[src/rtl/send_pkt_mux_n_pkg.sv]
// =============================================================================
// Module      : send_pkt_mux_n_pkg
// Description : Shared TCP slow-path transmit types and mux arbitration modes.
// Revision    : 1.0
// =============================================================================
`timescale 1ns/1ps
`default_nettype none

package send_pkt_mux_n_pkg;

    typedef struct packed {
        logic [7:0]  flags;
        logic [15:0] payload_len;
        logic [31:0] seq_num;
        logic [7:0]  flowid;
    } send_pkt_struct;

    localparam int SEND_PKT_STRUCT_W = $bits(send_pkt_struct);

    localparam int ARB_RR    = 0;
    localparam int ARB_FIXED = 1;

endpackage

`default_nettype wire

[src/rtl/send_pkt_mux_arb.sv]
// =============================================================================
// Module      : send_pkt_mux_arb
// Description : Round-robin / fixed-priority grant generator with last-grant pointer.
// Revision    : 1.0
// =============================================================================
`timescale 1ns/1ps
`default_nettype none

module send_pkt_mux_arb
    import send_pkt_mux_n_pkg::*;
#(
    parameter int NUM_SRCS = 4,
    parameter int ARB_MODE = ARB_RR,
    parameter int SRC_W    = $clog2(NUM_SRCS)
) (
    input  logic                clk,
    input  logic                rst,
    input  logic [NUM_SRCS-1:0] reqs,
    input  logic                space,
    output logic [NUM_SRCS-1:0] grant,
    output logic [SRC_W-1:0]    grant_idx,
    output logic                grant_val
);

    logic [SRC_W-1:0] last_q;
    logic [SRC_W-1:0] last_d;
    logic [SRC_W-1:0] cand_idx;
    logic             found;
    int               cand;

    // Search starts one past the last accepted source; fixed mode always starts at 0.
    always_comb begin
        found     = 1'b0;
        grant_idx = '0;
        cand      = 0;
        cand_idx  = '0;
        for (int off = 0; off < NUM_SRCS; off++) begin
            if (ARB_MODE == ARB_FIXED) begin
                cand = off;
            end else begin
                cand = (int'(last_q) + off + 1) % NUM_SRCS;
            end
            cand_idx = SRC_W'(cand);
            if (!found && reqs[cand_idx]) begin
                found     = 1'b1;
                grant_idx = cand_idx;
            end
        end
    end

    always_comb begin
        grant_val = found && space;
        grant     = grant_val ? (NUM_SRCS'(1) << grant_idx) : '0;
        last_d    = grant_val ? grant_idx : last_q;
    end

    always_ff @(posedge clk) begin
        if (rst) begin
            last_q <= SRC_W'(NUM_SRCS - 1);
        end else begin
            last_q <= last_d;
        end
    end

endmodule

`default_nettype wire

[src/rtl/send_pkt_mux_n.sv]
// =============================================================================
// Module      : send_pkt_mux_n
// Description : N-source send_pkt_struct arbiter/mux with a 2-entry output buffer.
// Revision    : 1.0
// =============================================================================
`timescale 1ns/1ps
`default_nettype none

module send_pkt_mux_n
    import send_pkt_mux_n_pkg::*;
#(
    parameter int NUM_SRCS = 4,
    parameter int DATA_W   = SEND_PKT_STRUCT_W,
    parameter int ARB_MODE = ARB_RR,
    parameter int SRC_W    = $clog2(NUM_SRCS)
) (
    input  logic                       clk,
    input  logic                       rst,
    input  logic [NUM_SRCS-1:0]        srcs_mux_val,
    input  logic [NUM_SRCS*DATA_W-1:0] srcs_mux_data,
    output logic [NUM_SRCS-1:0]        mux_srcs_rdy,
    output logic                       mux_dst_val,
    output logic [DATA_W-1:0]          mux_dst_data,
    output logic [SRC_W-1:0]           mux_dst_src,
    input  logic                       dst_mux_rdy
);

    logic [NUM_SRCS-1:0] grant;
    logic [SRC_W-1:0]    grant_idx;
    logic                grant_val;
    logic                space;
    logic                push;
    logic                pop;
    logic [DATA_W-1:0]   sel_data;
    logic [DATA_W-1:0]   or_chain [NUM_SRCS+1];

    logic [DATA_W-1:0]   fifo_data_q [2];
    logic [DATA_W-1:0]   fifo_data_d [2];
    logic [SRC_W-1:0]    fifo_src_q  [2];
    logic [SRC_W-1:0]    fifo_src_d  [2];
    logic                head_q, head_d;
    logic                tail_q, tail_d;
    logic [1:0]          count_q, count_d;

    // Ready depends only on registered occupancy, keeping dst_mux_rdy off the rdy path.
    assign space = (count_q != 2'd2) && !rst;

    send_pkt_mux_arb #(
        .NUM_SRCS (NUM_SRCS),
        .ARB_MODE (ARB_MODE),
        .SRC_W    (SRC_W)
    ) u_arb (
        .clk       (clk),
        .rst       (rst),
        .reqs      (srcs_mux_val),
        .space     (space),
        .grant     (grant),
        .grant_idx (grant_idx),
        .grant_val (grant_val)
    );

    assign or_chain[0] = '0;
    for (genvar i = 0; i < NUM_SRCS; i++) begin : g_mux
        assign or_chain[i+1] = or_chain[i]
                             | (srcs_mux_data[i*DATA_W +: DATA_W] & {DATA_W{grant[i]}});
    end
    assign sel_data = or_chain[NUM_SRCS];

    assign mux_srcs_rdy = grant;
    assign mux_dst_val  = (count_q != 2'd0) && !rst;
    assign mux_dst_data = fifo_data_q[head_q];
    assign mux_dst_src  = fifo_src_q[head_q];
    assign push         = grant_val;
    assign pop          = mux_dst_val && dst_mux_rdy;

    always_comb begin
        fifo_data_d = fifo_data_q;
        fifo_src_d  = fifo_src_q;
        head_d      = head_q;
        tail_d      = tail_q;
        count_d     = count_q;
        if (push) begin
            fifo_data_d[tail_q] = sel_data;
            fifo_src_d[tail_q]  = grant_idx;
            tail_d              = ~tail_q;
        end
        if (pop) begin
            head_d = ~head_q;
        end
        case ({push, pop})
            2'b10:   count_d = count_q + 2'd1;
            2'b01:   count_d = count_q - 2'd1;
            default: count_d = count_q;
        endcase
    end

    always_ff @(posedge clk) begin
        if (rst) begin
            head_q  <= 1'b0;
            tail_q  <= 1'b0;
            count_q <= 2'd0;
        end else begin
            head_q  <= head_d;
            tail_q  <= tail_d;
            count_q <= count_d;
        end
    end

    always_ff @(posedge clk) begin
        fifo_data_q <= fifo_data_d;
        fifo_src_q  <= fifo_src_d;
    end

endmodule

`default_nettype wire

[config.mk]
export PLATFORM = sky130hd
export DESIGN_NAME = send_pkt_mux_n
export DESIGN_NICKNAME = d
export VERILOG_FILES = /design/src/rtl/send_pkt_mux_n_pkg.sv /design/src/rtl/send_pkt_mux_arb.sv /design/src/rtl/send_pkt_mux_n.sv
export SDC_FILE = /design/constraint.sdc
export NUM_CORES = 1
export LEC_CHECK = 0
export CAP_MARGIN = 10
export CORE_MARGIN = 2
export CORE_UTILIZATION = 45
export CTS_CLUSTER_DIAMETER = 200
export DETAILED_ROUTE_END_ITERATION = 12
export GPL_TIMING_DRIVEN = 0
export HOLD_SLACK_MARGIN = 0.06
export PLACE_DENSITY = 0.9
export SLEW_MARGIN = 0
export SYNTH_ARGS = -nofsm -noshare
export SYNTH_HDL_FRONTEND = slang
export SYNTH_SLANG_ARGS = --single-unit
[constraint.sdc]
create_clock -name clk -period 9.1 [get_ports clk]
set_input_delay 1.82 -clock clk [delete_from_list [all_inputs] [get_ports clk]]
set_output_delay 1.82 -clock clk [all_outputs]
set_load 0.05 [all_outputs]
==> results by group <==
Outcome
  • Status: complete, no violations

Synth
  • Post-synthesis simple-gate area fraction: under 10%
  • Sequential share of the synthesized area: about 58%
  • Ys Warns: 0
  • Netlist cell types: 36
  • Area leader, netlist: edfxtp_1
  • Top cells by area, synth: edfxtp_1 56%, mux2i_1 18%, mux2_2 11%, o22ai_1 5.7%, dfxtp_1 1.7%
  • Post-synth top flop: edfxtp_1
  • Post-synthesis async set-or-reset flop share: 0%
  • Most common cell in the netlist: edfxtp_1
  • Mapped Cells: between 400 and 500
  • Post-synth EDFFs: roughly 130
  • Post-Syn Area per Cell: approximately 15 um^2
  • Post-synthesis mux area share: about 29%
  • Post-synthesis compound-gate area fraction: under 10%
  • Main combinational cell family by area after synthesis: multiplexers
  • Synth cell count leaders: 132 x edfxtp_1, 128 x mux2i_1, 66 x mux2_2, 64 x o22ai_1, 12 x nor2_1
  • Post-Syn Nets: 740
  • Post-synth top area share: ~56%
  • Post-Synth XOR/XNOR Area: less than 1%
  • Seq cells post-synth: roughly 140
  • Post-Syn Area: just over 7000 um^2
  • Adder-cell share of the synthesized area: 0.177%

Job
  • # Max-Cap Violations: 0

Final layout
  • Ant diodes: 0
  • Share of cells above drive strength 1: around 16%
  • Layout area overhead: 59.5%
  • Nets@finish: roughly 1100

Global routing
  • Initial antenna violation count: 0
  • All-Layer GR Usage: approximately 25%
  • Vias in the first global route: approximately 6100
  • Congestion Overflow GR: 0
  • Pin count of the biggest net entering global routing: 67
  • First-pass GRT wire length: between 30 and 40 mm

Clocking
  • Root Driver: clkbuf_16
  • Clock Path Buffers: 2
  • Num CTS Buffers: 17
  • Post-CTS Hold Buffers: 0
  • Clk slew on worst S/H paths: about 60 ps
  • H-tree levels: 4
  • CTS Sinks: roughly 140
  • CTS tree: built
  • Setup bufs post-CTS: 0
  • Post-CTS Resized: 0
  • Skew-Pair Late Insertion Delay: slightly above 400 ps

Floorplanning
  • Chip Height: 129 um
  • Placement Rows: 45
  • Die area: roughly 17000 um^2
  • Initial core utilization: 46.2%
  • Area of the core: between 15000 and 20000 um^2
  • Die width: approximately 130 um
  • Ports: approximately 330

Timing
  • Max Fclk: ~0.16 GHz
  • Slew margin rel.: 36.4%
  • RSZ-0062 raised after global routing: no
  • Worst-margin pin slew: 954 ps
  • Clock Skew: slightly above 7 ps
  • Final worst path period share: slightly below 70%
  • Period minus WS final: ~6200 ps
  • Final worst slack: ~2900 ps
  • Final Max Tran Viols: 0
  • Final number of setup-violating endpoints: 0
  • Fin. Hold Viols: 0
  • Setup TNS: 0 ps

Worst setup path
  • Crit path max-delay family: buffers and inverters
  • Slowest-stage cell, CP: clkdlybuf4s50_1
  • Crit path capture type: primary output
  • Buf/Inv on CP: 4
  • Crit-path max FO: 10
  • Critical path arrival: between 4000 and 5000 ps
  • Worst Path Required: between 7000 and 8000 ps
  • CP max stage delay: 820 ps
  • Nature of the critical path startpoint: input pin
  • CP cell instances: clkdlybuf4s50_1 > nor2_1 > a221oi_4 > nand2_2 > buf_6 > buf_2 > nor2_1 > clkdlybuf4s50_1
  • Critical path class: input pin to primary output

Drt
  • DR vias/cell: about 5.4
  • Initial drt markers: between 200 and 300
  • Vias: approximately 5700
  • Routed len/inst: just over 20 um
  • DRT antenna net count: 0
  • Drt first pass iters: 5
  • Final Routed Wirelength: approximately 21 mm
  • DRC violations left: 0

Placement
  • DP HPWL: about 16 mm
  • Final Wtd Congestion: around 0.81
  • Port bufs: 332
  • Post-Place Worst Slack: about 2900 ps

Hold path
  • Hold Crit Class: register to register

Power
  • Max IR drop VDD: approximately 0.00016 V
  • Leakage: 4.25 nW
  • Pwr per Cell Area: about 240 nW/um^2
## registers in the layout, summed over array words and instances, names as in the netlist
name and flops:
count_q 2, fifo_data_q 128, fifo_src_q 4, head_q 1, tail_q 1, u_arb.last_q 2
## layout make-up
class	count	area, um^2
Clock buffer	19	433
Sequential cell	138	4080
Multi-Input combinational cell	298	2700
Clock inverter	13	129
Timing Repair Buffer	334	3360
Buffer	37	273
Fill cell	946	4010
Tap cell	211	264
Inverter	3	11.3
## through the flow
step           utilization (%)  total power [mW]  instances  cell area, um^2  hold slack, ps
6_report                  73.8              2.66       1053            11300             547
5_1_grt                   73.8              2.75       1053            11300             591
4_1_cts                   73.8              2.67       1053            11300             543
3_5_place_dp              70.1              2.02       1021            10700             527
3_3_place_gp              69.7              1.98       1019            10600             500
2_1_floorplan                -              1.62        476             7050             465
## worst paths after layout
path                                 from                            to  slack (ps)  depth (start not counted)
max                       srcs_mux_val[3]               mux_srcs_rdy[0]        2850                          8
min          u_arb.last_q[0]$_SDFFE_PP1N_  u_arb.last_q[0]$_SDFFE_PP1N_         550                          2
max reg2reg       count_q[0]$_SDFFE_PP0P_     fifo_data_q[16]$_DFFE_PP_        6830                          3
min reg2reg  u_arb.last_q[0]$_SDFFE_PP1N_  u_arb.last_q[0]$_SDFFE_PP1N_         550                          2
## logic make-up after synthesis
logic type,count (synthesis)
simple gates,26
buf+inv,40
compound gates,73
xor+xnor,4
mux,194
fa+ha+maj,1
flops,138
## worst register-to-register path, stage by stage (launching register included)
cell	delay [ps]
dfxtp_1	430
inv_2	70
a221oi_4	480
and2_4	860
## where the power goes
group / total, mW / switching (mW) / internal (mW)
Sequential: 0.876 / 0.0297 / 0.846
Clock: 0.649 / 0.250 / 0.399
Combinational: 1.13 / 0.655 / 0.477
## placed cells by master, fill, tap and decap left out, types with 3 or more instances in the layout
cell             instances
dfxtp_1                  6
buf_4                    3
mux2i_1                128
clkbuf_16               17
xnor2_1                  3
buf_1                    3
nor2_1                  11
buf_12                   3
buf_6                    7
o22ai_1                 64
clkbuf_4                 5
edfxtp_1               132
clkdlybuf4s50_1        332
buf_2                   10
clkbuf_1                 8
clkinv_1                 3
clkinvlp_4               4
mux2_2                  66
## metal layers
| layer | share of wire (%) | global-route usage, % | up-vias | wire length [um] |
|---|---|---|---|---|
| met5 | 0 | 0 | - | 0 |
| met1 | 37 | 27.6 | 2718 | 7890 |
| li1 | - | - | 2596 | - |
| met3 | 7.3 | 6.11 | 62 | 1550 |
| met4 | 4.1 | 13.2 | 0 | 871 |
| met2 | 51 | 43.6 | 295 | 10900 |
No activity file was read; power rests on OpenSTA's default activity.
